File: src/rtl/fft_butterfly_pkg.sv
// fft_butterfly_pkg: shared FFT constants and the 8-point twiddle table.
// Twiddles are W8^k scaled by TW_SCALE and rounded to signed TW_W-bit values.
package fft_butterfly_pkg;
  localparam int TW_W = 8;
  localparam int TW_SCALE = 10;
  localparam int TW_IDX_W = 3;
  typedef struct packed {
    logic signed [TW_W-1:0] re;
    logic signed [TW_W-1:0] im;
  } tw_t;
  function automatic tw_t tw_rom(input logic [TW_IDX_W-1:0] k);
    case (k)
      3'd0: return tw_t'{TW_W'(10), TW_W'(0)};
      3'd1: return tw_t'{TW_W'(7), TW_W'(-7)};
      3'd2: return tw_t'{TW_W'(0), TW_W'(-10)};
      3'd3: return tw_t'{TW_W'(-7), TW_W'(-7)};
      3'd4: return tw_t'{TW_W'(-10), TW_W'(0)};
      3'd5: return tw_t'{TW_W'(-7), TW_W'(7)};
      3'd6: return tw_t'{TW_W'(0), TW_W'(10)};
      default: return tw_t'{TW_W'(7), TW_W'(7)};
    endcase
  endfunction
endpackage

File: src/rtl/fft_butterfly_twiddle_lut.sv
// twiddle_lut: combinational lookup of the scaled twiddle factor W8^k.
module twiddle_lut
  import fft_butterfly_pkg::*;
(
  input  logic [TW_IDX_W-1:0]    i_idx,
  output logic signed [TW_W-1:0] o_w_re,
  output logic signed [TW_W-1:0] o_w_im
);
  tw_t w_tw;
  assign w_tw   = tw_rom(i_idx);
  assign o_w_re = w_tw.re;
  assign o_w_im = w_tw.im;
endmodule

File: src/rtl/fft_butterfly.sv
// fft_butterfly: 3-stage radix-2 DIT butterfly x = a+W*b, y = a-W*b with ready/valid flow control.
// Define FFT_BUTTERFLY_SAT_EN to saturate x and y to the signed DATA_W range.
module fft_butterfly
  import fft_butterfly_pkg::*;
#(
  parameter int DATA_W = 8
) (
  input  logic                     i_clk,
  input  logic                     i_rst,
  input  logic signed [DATA_W-1:0] i_a_re,
  input  logic signed [DATA_W-1:0] i_a_im,
  input  logic signed [DATA_W-1:0] i_b_re,
  input  logic signed [DATA_W-1:0] i_b_im,
  input  logic [TW_IDX_W-1:0]      i_tw_idx,
  input  logic                     i_valid,
  output logic                     o_ready,
  output logic signed [DATA_W+1:0] o_x_re,
  output logic signed [DATA_W+1:0] o_x_im,
  output logic signed [DATA_W+1:0] o_y_re,
  output logic signed [DATA_W+1:0] o_y_im,
  output logic                     o_valid,
  input  logic                     i_ready,
  output logic                     o_busy
);
  localparam int P_W = DATA_W + TW_W + 1;
  localparam int O_W = DATA_W + 2;
  localparam logic signed [P_W-1:0] L_SCALE = P_W'(TW_SCALE);
  logic w_adv;
  logic signed [TW_W-1:0] w_tw_re, w_tw_im;
  logic r1_valid, r2_valid, r3_valid;
  logic signed [DATA_W-1:0] r1_a_re, r1_a_im, r1_b_re, r1_b_im;
  logic signed [TW_W-1:0] r1_w_re, r1_w_im;
  logic signed [DATA_W-1:0] r2_a_re, r2_a_im;
  logic signed [P_W-1:0] w_br, w_bi, w_wr, w_wi, w_p_re, w_p_im, r2_p_re, r2_p_im;
  logic signed [O_W-1:0] w_q_re, w_q_im, w_a_re, w_a_im;
  logic signed [O_W-1:0] w_x_re, w_x_im, w_y_re, w_y_im;
  logic signed [O_W-1:0] w_xo_re, w_xo_im, w_yo_re, w_yo_im;
  logic signed [O_W-1:0] r3_x_re, r3_x_im, r3_y_re, r3_y_im;
  // The whole pipeline moves as one unit whenever the output slot is free or being drained.
  assign w_adv   = !r3_valid | i_ready;
  assign o_ready = w_adv;
  assign o_valid = r3_valid;
  assign o_busy  = r1_valid | r2_valid | r3_valid;
  assign o_x_re  = r3_x_re;
  assign o_x_im  = r3_x_im;
  assign o_y_re  = r3_y_re;
  assign o_y_im  = r3_y_im;
  twiddle_lut u_twiddle_lut (
    .i_idx (i_tw_idx),
    .o_w_re(w_tw_re),
    .o_w_im(w_tw_im)
  );
  assign w_br   = P_W'(r1_b_re);
  assign w_bi   = P_W'(r1_b_im);
  assign w_wr   = P_W'(r1_w_re);
  assign w_wi   = P_W'(r1_w_im);
  assign w_p_re = w_br * w_wr - w_bi * w_wi;
  assign w_p_im = w_br * w_wi + w_bi * w_wr;
  // Signed division truncates toward zero; the quotient always fits in O_W bits.
  assign w_q_re = O_W'(r2_p_re / L_SCALE);
  assign w_q_im = O_W'(r2_p_im / L_SCALE);
  assign w_a_re = O_W'(r2_a_re);
  assign w_a_im = O_W'(r2_a_im);
  assign w_x_re = w_a_re + w_q_re;
  assign w_x_im = w_a_im + w_q_im;
  assign w_y_re = w_a_re - w_q_re;
  assign w_y_im = w_a_im - w_q_im;
`ifdef FFT_BUTTERFLY_SAT_EN
  localparam logic signed [O_W-1:0] SAT_MAX = O_W'((1 << (DATA_W - 1)) - 1);
  localparam logic signed [O_W-1:0] SAT_MIN = O_W'(-(1 << (DATA_W - 1)));
  function automatic logic signed [O_W-1:0] sat(input logic signed [O_W-1:0] v);
    return (v > SAT_MAX) ? SAT_MAX : (v < SAT_MIN) ? SAT_MIN : v;
  endfunction
  assign w_xo_re = sat(w_x_re);
  assign w_xo_im = sat(w_x_im);
  assign w_yo_re = sat(w_y_re);
  assign w_yo_im = sat(w_y_im);
`else
  assign w_xo_re = w_x_re;
  assign w_xo_im = w_x_im;
  assign w_yo_re = w_y_re;
  assign w_yo_im = w_y_im;
`endif
  always_ff @(posedge i_clk or posedge i_rst) begin
    if (i_rst) begin
      r1_valid <= 1'b0;
      r1_a_re  <= '0;
      r1_a_im  <= '0;
      r1_b_re  <= '0;
      r1_b_im  <= '0;
      r1_w_re  <= '0;
      r1_w_im  <= '0;
      r2_valid <= 1'b0;
      r2_a_re  <= '0;
      r2_a_im  <= '0;
      r2_p_re  <= '0;
      r2_p_im  <= '0;
      r3_valid <= 1'b0;
      r3_x_re  <= '0;
      r3_x_im  <= '0;
      r3_y_re  <= '0;
      r3_y_im  <= '0;
    end else if (w_adv) begin
      r1_valid <= i_valid;
      r1_a_re  <= i_a_re;
      r1_a_im  <= i_a_im;
      r1_b_re  <= i_b_re;
      r1_b_im  <= i_b_im;
      r1_w_re  <= w_tw_re;
      r1_w_im  <= w_tw_im;
      r2_valid <= r1_valid;
      r2_a_re  <= r1_a_re;
      r2_a_im  <= r1_a_im;
      r2_p_re  <= w_p_re;
      r2_p_im  <= w_p_im;
      r3_valid <= r2_valid;
      r3_x_re  <= w_xo_re;
      r3_x_im  <= w_xo_im;
      r3_y_re  <= w_yo_re;
      r3_y_im  <= w_yo_im;
    end
  end
endmodule

File: config.mk
export PLATFORM = sky130hd
export DESIGN_NAME = fft_butterfly
export DESIGN_NICKNAME = d
export VERILOG_FILES = /design/src/rtl/fft_butterfly_pkg.sv /design/src/rtl/fft_butterfly_twiddle_lut.sv /design/src/rtl/fft_butterfly.sv
export SDC_FILE = /design/constraint.sdc
export NUM_CORES = 1
export LEC_CHECK = 0
export CORE_UTILIZATION = 66
export DETAILED_ROUTE_END_ITERATION = 7
export GPL_TIMING_DRIVEN = 0
export PLACE_DENSITY = 0.81
export SETUP_SLACK_MARGIN = 0.5
export SLEW_MARGIN = 20
export SYNTH_ARGS = -nofsm -noshare
export SYNTH_HDL_FRONTEND = slang
export SYNTH_SLANG_ARGS = --single-unit
File: constraint.sdc
create_clock -name i_clk -period 21.1 [get_ports i_clk]
set_clock_uncertainty 0.15 [all_clocks]
set_input_delay 4.22 -clock i_clk [delete_from_list [all_inputs] [get_ports i_clk]]
set_output_delay 4.22 -clock i_clk [all_outputs]
set_load 0.02 [all_outputs]
==> impl_metrics.py, run 1 <==
metrics = {
    "setup_path": {
        "worstReg2RegStart": "r2_p_im[4]",
        "max_stage_delay_ns": 0.54,
        "cp.depth": 41,
        "end_kind": "register",
        "cpMostUsedCell": "a21oi_1",
        "reg2reg_depth": 41,
        "critPathBufInv": 2,
        "crit_fanout": 9,
        "crit_type": "register to register",
        "cp_top_family": "compound AO/OA/AOI/OAI gates",
        "cp_slowest_cell": "or4_1",
        "crit_start": "r2_p_im[4]",
        "cp.required_ns": 21.30,
        "worstSetupStartpointType": "register",
        "worstPathArrival_ns": 11.40,
    },
    "detailed_routing": {
        "antenna_left": 0,
        "route.detailed.drc": 0,
        "firstDrtPassIters": 5,
        "wl_per_cell_um": 19.2,
        "wirelength_um": 57800,
        "drtIter0Drc": 1885,
        "vias": 18500,
        "viasPerCell": 6.14,
    },
    "yosys": {
        "async_flop_share_pct": 100,
        "ys_ff_latch": 131,
        "syn_nets": 2968,
        "synthCells": 2493,
        "syn_avg_cell_area_um2": 8.52,
        "synth_area_um2": 21200,
        "ys_warn_count": 0,
        "synth_edf_count": 0,
        "synthFlopType": "dfrtp_1",
        "yosys.cell_types.count": 103,
        "ys_seq_area_share_pct": 15.4,
    },
    "clock_tree": {
        "clockBufferDepth": 2,
        "insertion_delay_ns": 0.44,
        "cts_tree": "yes",
        "root_buffer": "clkbuf_16",
        "cts_buffers": 17,
        "htreeDepth": 4,
        "cts_resized": 0,
        "holdBufCountCts": 0,
        "path_clk_slew_ns": 0.07,
        "post_cts_buffers": 0,
        "cts.sinks": 131,
    },
    "die": {
        "die_h_um": 181,
        "die_x_um": 181,
        "die-area_um2": 32900,
        "start_util_pct": 67.1,
        "rows": 65,
        "core_area_um2": 31600,
        "io_pins": 82,
    },
    "sta": {
        "slew_violations": 0,
        "fin_ws_ns": 9.89,
        "post-route-period-util_pct": 53.1,
        "finalSetupViolations": 0,
        "rsz0062_at_grt": "false",
        "setup-tns-final_ns": 0,
        "worst_slew_pin_slew_ns": 0.979,
        "period_minus_slack_ns": 11.21,
        "hold_viol": 0,
        "maxSlewHeadroom_pct": 34.3,
        "max_freq_ghz": 0.0892,
    },
    "global_route": {
        "overflow": 0,
        "antenna_found_initial": 0,
        "grt_max_degree": 99,
        "grt_util_all_layers_pct": 36.5,
        "grt_pass1_vias": 18700,
        "grt_pass1_wl_um": 94500,
    },
    "min_path": {
        "hp-class": "register to register",
        "holdPathStages": 2,
        "hp-start": "r1_a_im[0]",
    },
    "final_layout": {
        "antenna_cells": 0,
        "nets": 3067,
        "area_growth_pct": 9.11,
        "fillers": 2347,
        "drive_above_1_share_pct": 3.76,
    },
    "place": {
        "gp_congestion": 0.934,
        "io_buffers": 79,
        "dp_worst_setup_slack_ns": 10.11,
        "hpwl_um": 45400,
    },
    "job": {
        "maxCapViolations": 0,
    },
    "run_status": {
        "outcome": "finished clean",
    },
}
[cell usage after synthesis (all sizes together), types with 9 or more instances]
cell type | count | area share, %
inv | 380 | 6.7
nand2 | 347 | 6.2
fa | 275 | 26
ha | 161 | 9.5
nor2 | 158 | 2.8
a21oi | 143 | 3.4
dfrtp | 131 | 15
xnor2 | 107 | 4.4
and2 | 90 | 2.7
clkbuf | 89 | 1.6
o21ai | 83 | 2.0
xor2 | 46 | 1.9
nor3 | 37 | 0.90
o21bai | 37 | 1.3
nand3 | 34 | 0.80
nand2b | 27 | 0.80
or3 | 22 | 0.67
a211oi | 21 | 0.79
buf | 20 | 0.54
nor4 | 20 | 0.69
o211ai | 18 | 0.66
o31ai | 16 | 0.59
a31oi | 15 | 0.50
a21o | 12 | 0.42
or4 | 12 | 0.46
nand4 | 11 | 0.32
mux2i | 10 | 0.47
o22ai | 10 | 0.32
o21a | 9 | 0.32
[stage by stage]
stage | instances | util (%) | area (um^2) | hold slack (ns)
2_1_floorplan | 2493 | - | 21200 | 0.289
3_3_place_gp | 2974 | 71.2 | 22500 | 0.299
3_5_place_dp | 2975 | 71.4 | 22600 | 0.307
4_1_cts | 3007 | 73.2 | 23200 | 0.321
5_1_grt | 3007 | 73.3 | 23200 | 0.343
6_report | 3007 | 73.3 | 23200 | 0.321
[worst paths after layout]
kind / end / slack (ns)
setup reg to reg: o_x_im[9] / 9.89
min in group asynchronous: o_x_re[1] / 3.99
setup / recovery: o_x_im[9] / 9.89
hold / removal: r1_a_im[0] / 0.32
max in group asynchronous: r2_p_im[10] / 16.04
hold reg to reg: r1_a_im[0] / 0.32
[final cells by class]
type	count	area [um^2]	area share (%)
inverter	381	1440	6.20
clock buffer	18	429	1.85
buffer	109	448	1.93
sequential	131	3280	14.1
clock inverter	14	165	0.713
timing repair buffer	80	818	3.53
multi-input combinational	1872	16100	69.5
tap	402	503	2.17
[tightest hold or removal path: cells and delay by family, from the launching register on]
family           cells  cell delay (ns)
DFF                  1             0.34
and+or+nand+nor      2             0.10
[cell families after synthesis]
| logic type | Yosys count | synth area share (%) |
|---|---|---|
| adders and majority gates | 437 | 35.5 |
| buffers and inverters | 490 | 8.84 |
| xor gates and xnor gates | 155 | 6.52 |
| DFF | 131 | 15.4 |
| muxes | 13 | 0.630 |
| and+or+nand+nor | 794 | 17.5 |
| AOI/OAI and AO/OA | 473 | 15.6 |
[registers in the layout (all words and copies together) (netlist names)]
name	count
r2_a_re	8
r2_p_re	17
r1_a_im	8
r2_p_im	16
r1_valid	1
r2_a_im	8
o_x_im	10
o_y_im	9
o_x_re	10
r1_a_re	8
r1_w_im	4
r1_b_im	8
r1_w_re	5
o_valid	1
r1_b_re	8
o_y_re	9
r2_valid	1
[routing by layer]
metal	part of all wire (%)	GRT usage, %	vias up
met5	0	0	-
met4	3.4	13.0	0
met3	8.4	6.26	156
met2	47	58.7	877
met1	41	49.9	9044
li1	-	-	8374
[placed cells by master (no fill, tap or decap), drive strengths merged, types with 18 or more instances in the layout]
master and instances:
inv 388, nand2 347, fa 275, ha 161, nor2 158, a21oi 143, dfrtp 131, xnor2 107
clkbuf 107, and2 90, o21ai 83, clkdlybuf4s50 79, xor2 46, o21bai 37, nor3 37, nand3 34
nand2b 27, or3 22, a211oi 21, buf 21, nor4 20, o211ai 18
Power of run 1 is not shown: default switching activity piles up to over one toggle a cycle in this logic, so the estimate is an artifact.
==> run 2, diff against run 1 <==
Settings changed: CORE_UTILIZATION 66 to 64, PLACE_DENSITY 0.81 to 0.79.
Clock period 21.1 ns to 11.5 ns, I/O delays scaled along.
==> impl_metrics.py, run 2 (same netlist as run 1, synthesis figures left out) <==
metrics = {
    "detailed_routing": {
        "wirelength_um": 57200,
        "vias": 18400,
        "wl_per_cell_um": 18.7,
        "drtIter0Drc": 1544,
        "met1Wirelength_um": 23500,
        "top_layer": "met4",
        "wl_met2_um": 26900,
        "route.detailed.drc": 0,
        "antenna_left": 0,
        "viasPerCell": 6.03,
        "dr_wl_met3_um": 4790,
        "firstDrtPassIters": 6,
    },
    "clock_tree": {
        "htreeDepth": 4,
        "cts_buffers": 17,
        "holdBufCountCts": 0,
        "clockBufferDepth": 2,
        "cts_tree": "yes",
        "cts.sinks": 131,
        "root_buffer": "clkbuf_16",
        "insertion_delay_ns": 0.45,
        "path_clk_slew_ns": 0.07,
    },
    "die": {
        "rows": 66,
        "die_x_um": 184,
        "die-area_um2": 33900,
        "io_pins": 82,
        "start_util_pct": 65.1,
        "die_h_um": 184,
        "core_area_um2": 32600,
    },
    "global_route": {
        "grt_pass1_wl_um": 91300,
        "grt_max_degree": 68,
        "antenna_found_initial": 0,
        "overflow": 0,
        "grt_pass1_vias": 18200,
        "grt_util_all_layers_pct": 34.7,
    },
    "final_layout": {
        "reg_top3": "r2_p_re (17), r2_p_im (16)",
        "area_growth_pct": 10.4,
        "layout_commonest_cell": "inv_1",
        "final_util_pct": 71.9,
        "drive_above_1_share_pct": 5.05,
        "top_register": "r2_p_re",
        "final_cell_mix": "inv_1, nand2_1, fa_1, ha_1, nor2_1",
        "nets": 3074,
        "largest_reg_flops": 17,
    },
    "setup_path": {
        "crit_fanout": 9,
        "max_stage_delay_ns": 0.63,
        "crit_start": "r2_p_im[12]",
        "worstReg2RegStart": "r2_p_im[12]",
        "worstSetupStartpointType": "register",
        "reg2reg_depth": 45,
        "cp.required_ns": 11.66,
        "cp_slowest_cell": "or4_1",
        "worstReg2RegEnd": "o_y_im[9]",
        "worstPathArrival_ns": 10.59,
        "ff2ff_setup_slack_ns": 1.07,
        "critPathBufInv": 4,
        "end_kind": "register",
        "crit_type": "register to register",
        "cp_top_family": "compound AO/OA/AOI/OAI gates",
    },
    "sta": {
        "slew_violations": 0,
        "period_minus_slack_ns": 10.43,
        "maxSlewHeadroom_pct": 31.5,
        "rsz0062_at_grt": "false",
        "worst_slew_pin_slew_ns": 1.02,
        "post-route-period-util_pct": 90.7,
        "hold_viol": 0,
        "finalSetupViolations": 0,
        "max_freq_ghz": 0.0959,
        "setup-tns-final_ns": 0,
    },
    "run_status": {
        "outcome": "finished clean",
    },
    "place": {
        "gp_congestion": 0.919,
        "hpwl_um": 45100,
        "io_buffers": 79,
    },
    "job": {
        "maxCapViolations": 0,
    },
    "min_path": {
        "min_to": "r1_a_re[3]",
        "holdPathStages": 2,
        "hp-start": "r1_a_re[3]",
        "hp-class": "register to register",
    },
}
[run 2: stage by stage]
step / instances / hold slack [ns] / cell area, um^2 / setup WS, ns
after floorplan: 2493 / 0.289 / 21200 / 2.35
after global routing: 3054 / 0.338 / 23400 / 0.495
after detailed placement: 3015 / 0.306 / 22600 / 0.707
final: 3055 / 0.319 / 23400 / 1.07
after CTS: 3047 / 0.319 / 23200 / 0.653
after global placement: 3014 / 0.299 / 22600 / 1.07
[run 2: worst reg2reg max path, delay by kind of cell (launching register included)]
family | cells | cell delay, ns
compound gates | 22 | 4.95
flops | 1 | 0.36
buf+inv | 4 | 0.60
xor+xnor | 1 | 0.18
fa+ha+maj | 3 | 0.76
simple gates | 15 | 3.30
[run 2: metal layers]
layer / up-vias / track usage (%)
li1: 8377 / -
met1: 9083 / 46.0
met4: 0 / 13.6
met2: 825 / 56.4
met5: - / 0
met3: 142 / 6.48
[run 2: worst max path at each step]
stage | endpoint | depth (start not counted)
2_1_floorplan | o_x_im[9] | 44
3_3_place_gp | o_x_im[9] | 42
4_1_cts | o_x_im[9] | 43
5_1_grt | o_y_im[9] | 44
3_5_place_dp | o_x_im[9] | 43
6_report | o_y_im[9] | 45
[run 2: cell type report]
class | instances | area, um^2
Antenna cell | 1 | 2.50
Buffer | 109 | 449
Clock buffer | 19 | 433
Clock inverter | 13 | 149
Fill cell | 2534 | 9180
Inverter | 381 | 1440
Multi-Input combinational cell | 1872 | 16300
Sequential cell | 131 | 3280
Tap cell | 442 | 553
Timing Repair Buffer | 87 | 871
[run 2: timing repair]
item | in CTS | in global routing
endpoints found under the setup margin | 0 | 9
setup buffers | 0 | 7
gates resized for setup | 0 | 38
hold endpoints to repair | 0 | 0
Power of run 2 is left out for the same reason.
==> run 3, diff against run 2 <==
Settings changed: SKIP_LAST_GASP set to 1.
==> results of run 3 <==
The final DEF is identical to that of run 2; final timing and power are the same.
Power of run 3 is left out for the same reason.
